<file path="config.mk">
export PLATFORM = sky130hd
export DESIGN_NAME = disp_scan_ctrl_flat
export DESIGN_NICKNAME = d
export VERILOG_FILES = /design/src/rtl/disp_scan_ctrl_if.sv /design/src/rtl/disp_scan_ctrl.sv /design/src/flat_wrapper.sv
export SDC_FILE = /design/constraint.sdc
export NUM_CORES = 1
export LEC_CHECK = 0
export CORE_ASPECT_RATIO = 0.7
export CORE_UTILIZATION = 40
export CTS_CLUSTER_DIAMETER = 30
export DETAILED_ROUTE_END_ITERATION = 10
export PLACE_DENSITY = 0.73
export SLEW_MARGIN = 10
export SYNTH_ARGS = -nofsm -noshare
export SYNTH_HDL_FRONTEND = slang
export SYNTH_SLANG_ARGS = --single-unit
</file>
<file path="constraint.sdc">
create_clock -name i_clk -period 3.25 [get_ports i_clk]
set_clock_uncertainty 0.1 [all_clocks]
set_input_delay 0.975 -clock i_clk [delete_from_list [all_inputs] [get_ports i_clk]]
set_output_delay 0.975 -clock i_clk [all_outputs]
set_load 0.1 [all_outputs]
</file>
<file path="src/rtl/disp_scan_ctrl_if.sv">
// -----------------------------------------------------------------------------
// disp_scan_ctrl_if
// Bundles the signals between the display scan controller and its surroundings.
// The sources (time/setting logic) drive segment data and requests; the
// controller returns the grant pulse, the source select, the scan tick and the
// four registered segment patterns for the scan driver.
//
// Signals
//   aData     32  source A segments, [7:0]=digit1 ... [31:24]=digit4
//   bData     32  source B segments, same packing
//   bReq       1  level, source B requests the display
//   bAck       1  one-cycle pulse when B is granted
//   blinkMask  4  bit n blinks digit n+1
//   blank      1  level, forces every digit dark
//   src        1  0 = A shown, 1 = B shown
//   enable     1  one-clock scan tick to the scan driver
//   l1..l4     8  segment patterns for digits 1..4 (active-low segments)
//
// Modports
//   master : the side feeding the controller (sources and scan driver)
//   slave  : the controller itself
// -----------------------------------------------------------------------------
interface disp_scan_ctrl_if;
    logic [31:0] aData;
    logic [31:0] bData;
    logic        bReq;
    logic        bAck;
    logic [3:0]  blinkMask;
    logic        blank;
    logic        src;
    logic        enable;
    logic [7:0]  l1;
    logic [7:0]  l2;
    logic [7:0]  l3;
    logic [7:0]  l4;

    modport master (
        output aData, bData, bReq, blinkMask, blank,
        input  bAck, src, enable, l1, l2, l3, l4
    );

    modport slave (
        input  aData, bData, bReq, blinkMask, blank,
        output bAck, src, enable, l1, l2, l3, l4
    );
endinterface

</file>
<file path="src/rtl/disp_scan_ctrl.sv">
// -----------------------------------------------------------------------------
// disp_scan_ctrl
// Sits in front of the 4-digit 7-segment scan driver. It divides the system
// clock down to the scan tick, arbitrates the display between source A (normal
// time) and source B (settings/messages, request/ack with a minimum display
// time), applies per-digit blink and global blank, and presents registered
// segment patterns that only change on scan ticks.
//
// Ports
//   i_clk    1   system clock, everything on the rising edge
//   i_reset  1   synchronous active-high reset
//   io_bus   -   disp_scan_ctrl_if.slave (data, request/ack, blink, blank,
//                source select, scan tick, L1..L4)
// -----------------------------------------------------------------------------
module disp_scan_ctrl #(
    parameter logic [15:0] PRESCALE    = 16'd50000,
    parameter logic [7:0]  BLINK_TICKS = 8'd125,
    parameter logic [7:0]  HOLD_TICKS  = 8'd250,
    parameter logic [7:0]  BLANK_PAT   = 8'hFF
) (
    input  logic              i_clk,
    input  logic              i_reset,
    disp_scan_ctrl_if.slave   io_bus
);

    typedef enum logic {
        SHOW_A,
        GRANT_B
    } state_t;

    state_t          r_state;
    logic [15:0]     r_pcnt;
    logic [7:0]      r_bcnt;
    logic [7:0]      r_hold;
    logic            r_phase;
    logic            r_src;
    logic            r_ack;
    logic            r_enable;
    logic [3:0][7:0] r_l;

    logic            w_tick;
    logic            w_grant;
    logic            w_release;
    logic            w_srcNext;
    logic [3:0][7:0] w_nextL;

    // The scan tick is the last count of the prescaler; ENABLE is its
    // registered copy, so the outputs change in the same cycle ENABLE rises.
    assign w_tick = (r_pcnt == PRESCALE - 16'd1);

    // Hold is compared in its registered form, so B is released on the first
    // edge after the hold count has reached its limit with the request gone.
    assign w_grant   = (r_state == SHOW_A) && io_bus.bReq;
    assign w_release = (r_state == GRANT_B) && (r_hold == HOLD_TICKS) && !io_bus.bReq;
    assign w_srcNext = w_grant | (r_src & ~w_release);

    // Digit patterns use the source selected by this edge's arbitration, but
    // the blink phase from before the edge.
    always_comb begin
        w_nextL = '0;
        for (int d = 0; d < 4; d++) begin
            if (io_bus.blank || (r_phase && io_bus.blinkMask[d])) begin
                w_nextL[d] = BLANK_PAT;
            end else if (w_srcNext) begin
                w_nextL[d] = io_bus.bData[8*d +: 8];
            end else begin
                w_nextL[d] = io_bus.aData[8*d +: 8];
            end
        end
    end

    // Prescaler, blink timer, arbitration FSM and output registers.
    always_ff @(posedge i_clk) begin
        if (i_reset) begin
            r_pcnt   <= '0;
            r_enable <= 1'b0;
            r_bcnt   <= '0;
            r_phase  <= 1'b0;
            r_state  <= SHOW_A;
            r_hold   <= '0;
            r_src    <= 1'b0;
            r_ack    <= 1'b0;
            r_l      <= {4{BLANK_PAT}};
        end else begin
            r_pcnt   <= w_tick ? 16'd0 : r_pcnt + 16'd1;
            r_enable <= w_tick;
            r_ack    <= 1'b0;

            if (w_tick) begin
                if (r_bcnt == BLINK_TICKS - 8'd1) begin
                    r_bcnt  <= '0;
                    r_phase <= ~r_phase;
                end else begin
                    r_bcnt <= r_bcnt + 8'd1;
                end
                r_l <= w_nextL;
            end

            case (r_state)
                SHOW_A: begin
                    if (w_grant) begin
                        r_state <= GRANT_B;
                        r_ack   <= 1'b1;
                        r_hold  <= '0;
                        r_src   <= 1'b1;
                    end
                end
                GRANT_B: begin
                    if (w_release) begin
                        r_state <= SHOW_A;
                        r_src   <= 1'b0;
                    end else if (w_tick && (r_hold != HOLD_TICKS)) begin
                        r_hold <= r_hold + 8'd1;
                    end
                end
                default: begin
                    r_state <= SHOW_A;
                    r_src   <= 1'b0;
                end
            endcase
        end
    end

    assign io_bus.bAck   = r_ack;
    assign io_bus.src    = r_src;
    assign io_bus.enable = r_enable;
    assign io_bus.l1     = r_l[0];
    assign io_bus.l2     = r_l[1];
    assign io_bus.l3     = r_l[2];
    assign io_bus.l4     = r_l[3];

endmodule

</file>
<file path="src/flat_wrapper.sv">
// flat-port wrapper written by rule: the top's interface ports become plain ports
module disp_scan_ctrl_flat 
#(
    parameter logic [15:0] PRESCALE    = 16'd50000,
    parameter logic [7:0]  BLINK_TICKS = 8'd125,
    parameter logic [7:0]  HOLD_TICKS  = 8'd250,
    parameter logic [7:0]  BLANK_PAT   = 8'hFF
)
  (i_clk, i_reset, io_bus_aData, io_bus_bData, io_bus_bReq, io_bus_blinkMask, io_bus_blank, io_bus_bAck, io_bus_src, io_bus_enable, io_bus_l1, io_bus_l2, io_bus_l3, io_bus_l4);
  disp_scan_ctrl_if io_bus_i ();
  input  logic i_clk;
  input  logic i_reset;
  input wire logic [$bits(io_bus_i.aData)-1:0] io_bus_aData;
  input wire logic [$bits(io_bus_i.bData)-1:0] io_bus_bData;
  input wire logic [$bits(io_bus_i.bReq)-1:0] io_bus_bReq;
  input wire logic [$bits(io_bus_i.blinkMask)-1:0] io_bus_blinkMask;
  input wire logic [$bits(io_bus_i.blank)-1:0] io_bus_blank;
  output wire logic [$bits(io_bus_i.bAck)-1:0] io_bus_bAck;
  output wire logic [$bits(io_bus_i.src)-1:0] io_bus_src;
  output wire logic [$bits(io_bus_i.enable)-1:0] io_bus_enable;
  output wire logic [$bits(io_bus_i.l1)-1:0] io_bus_l1;
  output wire logic [$bits(io_bus_i.l2)-1:0] io_bus_l2;
  output wire logic [$bits(io_bus_i.l3)-1:0] io_bus_l3;
  output wire logic [$bits(io_bus_i.l4)-1:0] io_bus_l4;
  assign io_bus_i.aData = io_bus_aData;
  assign io_bus_i.bData = io_bus_bData;
  assign io_bus_i.bReq = io_bus_bReq;
  assign io_bus_i.blinkMask = io_bus_blinkMask;
  assign io_bus_i.blank = io_bus_blank;
  assign io_bus_bAck = io_bus_i.bAck;
  assign io_bus_src = io_bus_i.src;
  assign io_bus_enable = io_bus_i.enable;
  assign io_bus_l1 = io_bus_i.l1;
  assign io_bus_l2 = io_bus_i.l2;
  assign io_bus_l3 = io_bus_i.l3;
  assign io_bus_l4 = io_bus_i.l4;
  disp_scan_ctrl #(.PRESCALE(PRESCALE), .BLINK_TICKS(BLINK_TICKS), .HOLD_TICKS(HOLD_TICKS), .BLANK_PAT(BLANK_PAT)) u_core (.i_clk(i_clk), .i_reset(i_reset), .io_bus(io_bus_i));
endmodule
</file>
==> results of run 1 <==
-- per-layer routing --
layer  GRT usage  vias up  routed length, um
met5           0        -                  0
met4     0.07154        0                 57
met3     0.08831        4                533
met2      0.3276       74               3730
met1      0.2509     1370               3622
li1            -     1514                  -
-- path summary, 6_finish.rpt --
kind | to | slack, ns | cells past startpoint
setup / recovery | u_core.io_bus.l4[3] | 0.53 | 4
hold / removal | u_core.io_bus.l1[0] | 0.39 | 2
setup reg to reg | u_core.io_bus.l4[3] | 0.53 | 4
hold reg to reg | u_core.io_bus.l1[0] | 0.39 | 2
-- synthesized netlist by cell type (5+ instances only) --
cell and n:
xnor2_1 8, or4_1 7, clkbuf_1 12, dfxtp_1 69, nand3_1 8, nand2_1 71, ha_1 5, or3_1 11
nand4_1 9, nor2_1 49, o21ai_0 8, a21oi_1 17, a31oi_1 32, inv_1 9, o31ai_1 6
-- critical path: cells and delay by family (launching register included) --
kind               cells  cell delay (ns)
AOI/OAI and AO/OA      2             0.77
DFF                    1             0.37
and+or+nand+nor        2             1.30
-- registers in the layout, summed over array words and instances (netlist names) --
| name | count |
|---|---|
| u_core.io_bus.bAck | 1 |
| u_core.io_bus.l3 | 8 |
| u_core.r_state | 1 |
| u_core.io_bus.enable | 1 |
| u_core.io_bus.src | 1 |
| u_core.r_bcnt | 8 |
| u_core.r_pcnt | 16 |
| u_core.r_hold | 8 |
| u_core.io_bus.l4 | 8 |
| u_core.io_bus.l1 | 8 |
| u_core.r_phase | 1 |
| u_core.io_bus.l2 | 8 |
-- through the flow --
step	instances	area, sq um	setup WS (ns)	power [mW]	hold WS (ns)
5_1_grt	574	4383	0.3950	1.843	0.4136
6_report	574	4383	0.5310	1.771	0.3862
2_1_floorplan	363	3059	0.8523	0.9544	0.3377
3_3_place_gp	558	4183	0.5578	1.081	0.3585
4_1_cts	574	4383	0.5447	1.784	0.3854
3_5_place_dp	558	4183	0.5226	1.082	0.3734
-- power breakdown --
part / switching, mW / internal, mW
Sequential: 0.00704 / 0.850
Clock: 0.337 / 0.372
Combinational: 0.0945 / 0.110
Total: 0.439 / 1.33
-- final cells by class --
type / count / area share
timing repair buffer: 112 / 0.2381
tap: 98 / 0.02798
inverter: 9 / 0.007708
sequential: 69 / 0.3152
clock inverter: 6 / 0.01427
clock buffer: 10 / 0.03140
multi-input combinational: 270 / 0.3654
-- cell usage in the layout (no fill, tap or decap), drive strengths merged, types with 5 or more instances in the layout --
cell type / count
nand4: 9
clkbuf: 10
inv: 9
o21ai: 9
ha: 5
a21oi: 17
o31ai: 7
buf: 41
nor2: 49
clkdlybuf4s50: 71
nand2: 71
or4: 8
a31oi: 32
nand3: 8
or3: 11
xnor2: 8
dfxtp: 69
-- kinds of logic after synthesis --
kind of cell	synth area share
flops	0.4515
compound gates	0.1910
simple gates	0.2646
mux	0.003272
xor+xnor	0.03436
buf+inv	0.03476
fa+ha+maj	0.02045
==> summary.md, run 1 <==
| Metric | Value |
|---|---|
| # nets final | `between 500 and 600` |
| Worst-Skew Late Latency | `~0.36 ns` |
| Final period util | `0.8366` |
| CTS tree | `built` |
| Leak Pwr | `1.549 nW` |
| CP Class | `reg2reg` |
| Syn Area/Cell | `8.428 sq um` |
| FF+latch area | `1381 sq um` |
| Final WL | `7944 um` |
| Syn Inst Count | `363` |
| Worst hold-check path type | `reg2reg` |
| Syn-to-layout area delta | `43.27%` |
| IO buf count | `~110` |
| Final cell utilization of the core | `0.5962` |
| Worst r2r src | `u_core.r_pcnt[10]` |
| Post-DR wirelength/cell | `~14 um` |
| GPL Wtd Cong | `0.7649` |
| I/O pin count | `107` |
| Die X | `approximately 110 um` |
| Antenna cells | `0` |
| CP arrival | `2.82 ns` |
| Power Density | `around 400 nW/um^2` |
| Fillers | `670` |
| Total core area | `7352 sq um` |
| Post-synth EDFFs | `0` |
| Die Height | `approximately 75 um` |
| TNS Setup | `0 ns` |
| Max-cap violations | `0` |
| Post-layout min period | `2.719 ns` |
| Ratio of cells with drive above 1 in the final layout | `0.1408` |
| Max clock buf depth | `2` |
| Critical path's slowest cell | `or4_4` |
| Unrepaired setup endpoints after global routing | `no` |
| First-pass GRT wire length | `~13,000 um` |
| # DRC | `0` |
| Via count | `2,962` |
| CTS resizes | `0` |
| Final setup fails | `0` |
| Vias in the first global route | `2,775` |
| Outcome | `finished, final reports clean` |
| Root Driver | `clkbuf_8` |
| CP Launch Point | `u_core.r_pcnt[10]` |
| Ys flop type | `dfxtp_1` |
| Kind of start point of the critical path | `register` |
| Max incr delay on CP | `0.75 ns` |
| Num CTS Buffers | `9` |
| First-pass DRT Iterations | `4` |
| Max Transition Viols Final | `0` |
| Critical path endpoint category | `register` |
| Register area share after synthesis | `0.4515` |
| FP Rows | `26` |
| Total gr overflow | `0` |
| CTS H-Tree Depth | `3` |
| Largest net degree at the start of global routing | `40` |
| Starting Density | `0.4161` |
| Post-synth cell types | `41` |
| Critical path, cell by cell | `or4b_4, or4_4, a2111oi_4, a31oi_1` |
| Yosys top cell by area | `dfxtp_1` |
| Clk pin slew, worst setup/hold paths | `about 0.070 ns` |
| Syn Nets | `440` |
| Synth async-reset ratio | `0` |
| Req. time, crit path | `3.35 ns` |
| Number of DRC markers in iteration 0 | `124` |
| Max FO, Critical Path | `39` |
| Share of the synthesized area in the top cell type | `0.4515` |
| Max VDD drop | `0.1968 mV` |
| Vias/cell | `5.160` |
| GRT Util Overall | `0.2049` |
| Cts hold-fix bufs | `0` |
| Setup bufs post-CTS | `0` |
| Hold_sp | `u_core.io_bus.l1[0]` |
| Num Clock Sinks | `69` |
| Seq cells post-synth | `slightly below 70` |
| Worst-Margin Slew | `around 0.94 ns` |
| Final Hold Vio Count | `0` |
| Antenna violations before repair | `0` |
| Yosys synthesis warning count | `0` |
| Multi-input logic area | `1602 sq um` |
| Synth area leaders | `dfxtp_1 (45%), nand2_1 (8.7%), a31oi_1 (6.5%)` |
| Max frequency | `367.8 MHz` |
| HPWL Detailed | `5817 um` |
| Mapped Area | `around 3100 sq um` |
| Worst slew margin | `0.3716` |
| DRT antenna net count | `0` |
| Die footprint | `8007 sq um` |
No activity file was read; power rests on OpenSTA's default activity.
==> inputs of run 2 (changes only) <==
--- a/config.mk
+++ b/config.mk
@@ -9,7 +9,7 @@
 export CORE_UTILIZATION = 40
 export CTS_CLUSTER_DIAMETER = 30
 export DETAILED_ROUTE_END_ITERATION = 10
-export PLACE_DENSITY = 0.73
+export PLACE_DENSITY = 0.76
 export SLEW_MARGIN = 10
 export SYNTH_ARGS = -nofsm -noshare
 export SYNTH_HDL_FRONTEND = slang
==> constraint.sdc (replaced) <==
create_clock -name i_clk -period 2.35 [get_ports i_clk]
set_clock_uncertainty 0.1 [all_clocks]
set_input_delay 0.705 -clock i_clk [delete_from_list [all_inputs] [get_ports i_clk]]
set_output_delay 0.705 -clock i_clk [all_outputs]
set_load 0.1 [all_outputs]
==> run 2 against run 1 <==
  * Sequential cell count stayed put
  * Total power is 33% higher
  * Global-route usage is 1.8 points higher
  * Die area stayed put
  * Sequential share of layout area is 1.7 points lower
  * Combinational power is 47% higher
  * Maximum frequency is 18% higher
  * Routed wire length is 9.2% higher
  * Sequential power is 39% higher
  * Critical endpoint is now u_core.r_hold[7]
==> summary.md, run 2 (same netlist as run 1, synthesis figures left out) <==
| Metric | Value |
|---|---|
| FP Rows | `26 (unchanged)` |
| Ratio of cells with drive above 1 in the final layout | `0.2024 (was 0.1408)` |
| Worst r2r src | `u_core.r_pcnt[10] (unchanged)` |
| Post-DR wirelength/cell | `14.41 um (was 13.84 um)` |
| Fillers | `628 (was 670)` |
| Die Height | `75.17 um (unchanged)` |
| GRT Util Overall | `0.2230 (was 0.2049)` |
| Req. time, crit path | `2.53 ns (was 3.35 ns)` |
| Outcome | `finished, final reports clean (unchanged)` |
| Most flops, register | `u_core.r_pcnt (unchanged)` |
| CP arrival | `2.48 ns (was 2.82 ns)` |
| Final Hold Vio Count | `0 (unchanged)` |
| Comb power frac | `0.128 (was 0.115)` |
| HPWL Detailed | `6267 um (was 5817 um)` |
| Leak Pwr | `1.685 nW (was 1.549 nW)` |
| GPL Wtd Cong | `0.7842 (was 0.7649)` |
| Max frequency | `434.5 MHz (was 367.8 MHz)` |
| CP Class | `reg2reg (unchanged)` |
| Sw Pwr | `624.3 uW (was 438.5 uW)` |
| Final WL | `8676 um (was 7944 um)` |
| Via count | `3,165 (was 2,962)` |
| Total gr overflow | `0 (unchanged)` |
| Clock power share | `0.367 (was 0.400)` |
| Max incr delay on CP | `0.59 ns (was 0.75 ns)` |
| Number of DRC markers in iteration 0 | `123 (was 124)` |
| Max Transition Viols Final | `0 (unchanged)` |
| First-pass DRT Iterations | `4 (unchanged)` |
| Vias in the first global route | `3,023 (was 2,775)` |
| First-pass GRT wire length | `13,770 um (was 12,700 um)` |
| # nets final | `576 (was 548)` |
| TNS Setup | `0 ns (unchanged)` |
| Max FFs per register | `16 (unchanged)` |
| FF-to-FF End | `u_core.r_hold[7] (was u_core.io_bus.l4[3])` |
| Power Density | `504.7 nW/um^2 (was 404.0 nW/um^2)` |
| Root Driver | `clkbuf_8 (unchanged)` |
| R2r setup slk | `0.05 ns (was 0.53 ns)` |
| Vias/cell | `5.257 (was 5.160)` |
| Max VDD drop | `0.2501 mV (was 0.1968 mV)` |
| Max-cap violations | `0 (unchanged)` |
| IO buf count | `106 (unchanged)` |
| Unrepaired setup endpoints after global routing | `yes (was no)` |
| Hold Path Cell Cnt | `1 (was 2)` |
| Kind of start point of the critical path | `register (unchanged)` |
| Worst r2r path cells | `4 (unchanged)` |
| Seq pwr share | `0.505 (was 0.484)` |
| Hold Crit Endpoint | `u_core.r_pcnt[0] (was u_core.io_bus.l1[0])` |
| Syn-to-layout area delta | `52.11% (was 43.27%)` |
| Hold Slack | `0.3830 ns (was 0.3862 ns)` |
| Worst hold-check path type | `reg2reg (unchanged)` |
| Final period util | `0.9793 (was 0.8366)` |
| Worst slew margin | `0.7115 (was 0.3716)` |
| Die footprint | `8007 sq um (unchanged)` |
| Largest net degree at the start of global routing | `40 (unchanged)` |
| Antenna violations before repair | `0 (unchanged)` |
| Critical path's slowest cell | `or4_4 (unchanged)` |
| Total core area | `7352 sq um (unchanged)` |
| DRT antenna net count | `0 (unchanged)` |
| Antenna cells | `0 (unchanged)` |
| Cts hold-fix bufs | `0 (unchanged)` |
| Starting Density | `0.4161 (unchanged)` |
| CTS H-Tree Depth | `3 (unchanged)` |
| Clk pin slew, worst setup/hold paths | `0.08 ns (was 0.07 ns)` |
| Hold_sp | `u_core.r_pcnt[0] (was u_core.io_bus.l1[0])` |
| Max clock buf depth | `2 (unchanged)` |
| Worst-Margin Slew | `0.4299 ns (was 0.9394 ns)` |
| Critical path, cell by cell | `or4b_4, or4_4, or4_1, a21oi_2 (was or4b_4, or4_4, a2111oi_4, a31oi_1)` |
| Final setup fails | `0 (unchanged)` |
| CTS tree | `built (unchanged)` |
| Post-layout min period | `2.301 ns (was 2.719 ns)` |
| Switching Fraction | `0.2659 (was 0.2476)` |
| Pint | `1.724 mW (was 1.332 mW)` |
| Critical path endpoint category | `register (unchanged)` |
| Most frequent cells in the layout | `nand2_1 (71), clkdlybuf4s50_1 (71), dfxtp_1 (65) (was nand2_1 (71), clkdlybuf4s50_1 (71), dfxtp_1 (69))` |
| Num CTS Buffers | `9 (unchanged)` |
| # DRC | `0 (unchanged)` |
| Die X | `106.5 um (unchanged)` |
| Worst-Skew Late Latency | `0.35 ns (was 0.36 ns)` |
| I/O pin count | `107 (unchanged)` |
| Max FO, Critical Path | `5 (was 39)` |
| Num Clock Sinks | `69 (unchanged)` |
-- run 2: timing repair --
action | 4_1_cts | 5_1_grt
setup endpoints to repair | 21 | 37
gates cloned | 2 | 0
setup buffers | 1 | 1
hold endpoints to repair | 0 | 0
gates resized for setup | 3 | 9
pin swaps | 2 | 4
-- run 2: layer usage --
layer / share of wire / GRT usage
met1: 0.44 / 0.2590
met2: 0.49 / 0.3853
met3: 0.062 / 0.08831
met4: 0.012 / 0.07154
met5: 0 / 0
-- run 2: power groups by stage --
stage | logic (mW) | registers, mW | clock network [mW]
after global placement | 0.294 | 1.21 | 0
after CTS | 0.301 | 1.19 | 0.877
after floorplan | 0.0939 | 1.23 | 0
after detailed placement | 0.297 | 1.21 | 0
final | 0.300 | 1.19 | 0.863
after global routing | 0.326 | 1.19 | 0.931
-- run 2: layout make-up --
cell class	instances	area, sq um	share of cell area
Sequential cell	69	1386	0.2979
Clock buffer	9	123.9	0.02662
Tap cell	98	122.6	0.02635
Timing Repair Buffer	138	1291	0.2775
Inverter	9	33.78	0.007260
Multi-Input combinational cell	272	1644	0.3533
Clock inverter	7	51.30	0.01102
-- run 2: critical path, delay by kind of cell (launching register included) --
family,cells,cell delay [ns]
AND/OR/NAND/NOR,3,1.65
flip-flops,1,0.33
AO/OA/AOI/OAI,1,0.15
-- run 2: how the worst max path moves through the flow --
| stage | startpoint | end | slack, ns | cells past startpoint |
|---|---|---|---|---|
| after floorplan | u_core.r_pcnt[4] | u_core.r_bcnt[6] | 0.01 | 5 |
| after global placement | u_core.r_pcnt[4] | u_core.r_bcnt[3] | -0.01 | 5 |
| after detailed placement | u_core.r_pcnt[15] | u_core.r_bcnt[2] | -0.06 | 5 |
| after CTS | u_core.r_pcnt[4] | u_core.r_bcnt[4] | 0.01 | 5 |
| after global routing | u_core.r_pcnt[7] | u_core.r_bcnt[3] | -0.01 | 5 |
| final | u_core.r_pcnt[10] | u_core.r_hold[7] | 0.05 | 4 |
-- run 2: through the flow --
stage / cell area [sq um] / std cells / utilization / setup slack (ns) / total power [mW]
after global routing: 4653 / 602 / 0.6329 / -0.01073 / 2.444
after detailed placement: 4403 / 582 / 0.5989 / -0.05660 / 1.511
after floorplan: 3063 / 363 / - / 0.01203 / 1.320
after global placement: 4403 / 582 / 0.5989 / -0.01187 / 1.507
after CTS: 4617 / 601 / 0.6280 / 0.01288 / 2.364
final: 4653 / 602 / 0.6329 / 0.04873 / 2.348
==> inputs of run 3 (changes only) <==
--- a/config.mk
+++ b/config.mk
@@ -6,6 +6,7 @@
 export NUM_CORES = 1
 export LEC_CHECK = 0
 export CORE_ASPECT_RATIO = 0.7
+export CORE_MARGIN = 2
 export CORE_UTILIZATION = 40
 export CTS_CLUSTER_DIAMETER = 30
 export DETAILED_ROUTE_END_ITERATION = 10
==> run 3 against run 2 <==
  * The flow now finishes with violations (negative setup slack)
  * Routed wire length increased by 6.8%
  * Sequential cell count unchanged
  * Total power increased by 9.5%
  * Combinational power increased by 2%
  * Global-route usage decreased by 0.67 points
  * Maximum frequency decreased by 4.5%
  * Cell count increased by 0.50%
  * Count of clock-buffer cells in the layout unchanged
  * First-iteration DRC count increased by 33%
  * Largest cell class unchanged
==> summary.md, run 3 (same netlist as run 1, synthesis figures left out) <==
| Metric | Value |
|---|---|
| Met2 Usage GRT | `0.3544 (was 0.3853)` |
| Root Driver | `clkbuf_8 (unchanged)` |
| Unrepaired setup endpoints after global routing | `yes (unchanged)` |
| Most frequent cells in the layout | `nand2_1 (71), clkdlybuf4s50_1 (71), dfxtp_1 (65) (unchanged)` |
| Die Height | `77.17 um (was 75.17 um)` |
| I/O pin count | `107 (unchanged)` |
| Total gr overflow | `0 (unchanged)` |
| Max FFs per register | `16 (unchanged)` |
| Antenna cells | `0 (unchanged)` |
| Antenna violations before repair | `0 (unchanged)` |
| Max FO, Critical Path | `8 (was 5)` |
| IO buf count | `106 (unchanged)` |
| HPWL Detailed | `6436 um (was 6267 um)` |
| First-pass GRT wire length | `14,370 um (was 13,770 um)` |
| Final setup fails | `22 (was 0)` |
| Starting Density | `0.4161 (unchanged)` |
| DRT antenna net count | `0 (unchanged)` |
| Worst r2r path cells | `6 (was 4)` |
| Leak Pwr | `1.739 nW (was 1.685 nW)` |
| Max-cap violations | `0 (unchanged)` |
| Die X | `108.5 um (was 106.5 um)` |
| Met3 Use GR | `0.07653 (was 0.08831)` |
| CTS H-Tree Depth | `3 (unchanged)` |
| Critical path endpoint category | `register (unchanged)` |
| Via count | `3,225 (was 3,165)` |
| Max Transition Viols Final | `0 (unchanged)` |
| Failing checks | `negative setup slack` |
| Post-layout min period | `2.411 ns (was 2.301 ns)` |
| Post-layout total power | `2.571 mW (was 2.348 mW)` |
| # nets final | `579 (was 576)` |
| Hold Path Cell Cnt | `2 (was 1)` |
| Worst hold-check path type | `reg2reg (unchanged)` |
| Final Hold Vio Count | `0 (unchanged)` |
| Die footprint | `8375 sq um (was 8007 sq um)` |
| Vias/cell | `5.331 (was 5.257)` |
| Largest net degree at the start of global routing | `34 (was 40)` |
| Ratio of cells with drive above 1 in the final layout | `0.2170 (was 0.2024)` |
| Crit path setup slack, layout | `-0.06077 ns (was 0.04873 ns)` |
| Placed Area | `4390 sq um (was 4403 sq um)` |
| Number of DRC markers in iteration 0 | `163 (was 123)` |
| First-pass DRT Iterations | `4 (unchanged)` |
| Worst-Skew Late Latency | `0.34 ns (was 0.35 ns)` |
| GPL Wtd Cong | `0.8336 (was 0.7842)` |
| Power Density | `541.7 nW/um^2 (was 504.7 nW/um^2)` |
| Met1 Use GR | `0.2796 (was 0.2590)` |
| Final WL | `9266 um (was 8676 um)` |
| Design Area, Final | `4746 sq um (was 4653 sq um)` |
| Req. time, crit path | `2.46 ns (was 2.53 ns)` |
| CP Class | `reg2reg (unchanged)` |
| Max clock buf depth | `2 (unchanged)` |
| Most flops, register | `u_core.r_pcnt (unchanged)` |
| Max frequency | `414.8 MHz (was 434.5 MHz)` |
| Num Clock Sinks | `69 (unchanged)` |
| Total core area | `7352 sq um (unchanged)` |
| R2r setup slk | `-0.06 ns (was 0.05 ns)` |
| Num CTS Buffers | `9 (unchanged)` |
| Clk pin slew, worst setup/hold paths | `0.08 ns (about the same)` |
| Outcome | `complete, but fails checks (was finished, final reports clean)` |
| GRT Util Overall | `0.2163 (was 0.2230)` |
| Worst Setup EP | `u_core.r_bcnt[7] (was u_core.r_hold[7])` |
| # DRC | `0 (unchanged)` |
| Worst r2r src | `u_core.r_pcnt[14] (was u_core.r_pcnt[10])` |
| GRT Max-Usage Layer | `met2 (unchanged)` |
| CP Launch Point | `u_core.r_pcnt[14] (was u_core.r_pcnt[10])` |
| Vias in the first global route | `3,049 (was 3,023)` |
| Worst slew margin | `0.6746 (was 0.7115)` |
| FP Rows | `26 (unchanged)` |
| Kind of start point of the critical path | `register (unchanged)` |
| TNS Setup | `-0.5850 ns (was 0 ns)` |
| Worst-Margin Slew | `0.4836 ns (was 0.4299 ns)` |
| Syn-to-layout area delta | `55.13% (was 52.11%)` |
| CTS tree | `built (unchanged)` |
| Final period util | `1.026 (was 0.9793)` |
| CP arrival | `2.52 ns (was 2.48 ns)` |
| FF-to-FF End | `u_core.r_bcnt[7] (was u_core.r_hold[7])` |
| Max VDD drop | `0.2737 mV (was 0.2501 mV)` |
| Post-DR wirelength/cell | `15.32 um (was 14.41 um)` |
| Cts hold-fix bufs | `0 (unchanged)` |
run 3: worst min-delay path by stage:
stage,start,endpoint
floorplan,u_core.r_pcnt[0],u_core.r_pcnt[0]
global placement,u_core.r_bcnt[7],u_core.r_bcnt[7]
detailed placement,u_core.r_hold[7],u_core.r_hold[7]
CTS,u_core.r_hold[7],u_core.r_hold[7]
global route,u_core.r_hold[7],u_core.r_hold[7]
finish,u_core.io_bus.l1[2],u_core.io_bus.l1[2]
run 3: through the flow:
step	std cells	worst slack [ns]	utilization	hold slack (ns)
final	605	-0.06077	0.6455	0.3923
after global routing	605	-0.1064	0.6455	0.4065
after CTS	598	-0.1388	0.6290	0.3919
after detailed placement	582	-0.1258	0.5972	0.3802
after global placement	582	-0.05389	0.5972	0.3671
after floorplan	363	0.01203	-	0.3377
run 3: area by class of cell:
cell class	instances	area [sq um]
inverter	9	33.78
clock inverter	7	98.84
sequential	69	1386
fill	631	2606
clock buffer	9	123.9
multi-input combinational	271	1664
tap	98	122.6
timing repair buffer	142	1316
run 3: where the power goes:
part	total [mW]	switching, mW	internal [mW]
clock	1.08	0.476	0.603
sequential	1.19	0.00993	1.18
combinational	0.306	0.142	0.164
total	2.57	0.628	1.94
run 3: worst max-delay path: stages (launching register included):
cell      delay [ns]
dfxtp_2         0.34
or4bb_4         0.53
or4_4           0.55
buf_4           0.16
buf_4           0.16
o311ai_1        0.32
o41ai_1         0.13
run 3: repair_timing:
item	4_1_cts	5_1_grt
gates resized for setup	3	16
endpoints found under the setup margin	41	47
gates cloned	0	1
buffers inserted	0	6
endpoints found under the hold margin	0	0
pin swaps	2	13
run 3: routing by layer:
metal / part of all wire / up-vias
li1: - / 1580
met3: 0.077 / 4
met5: 0 / -
met1: 0.44 / 1510
met2: 0.48 / 131
met4: 0.0028 / 0
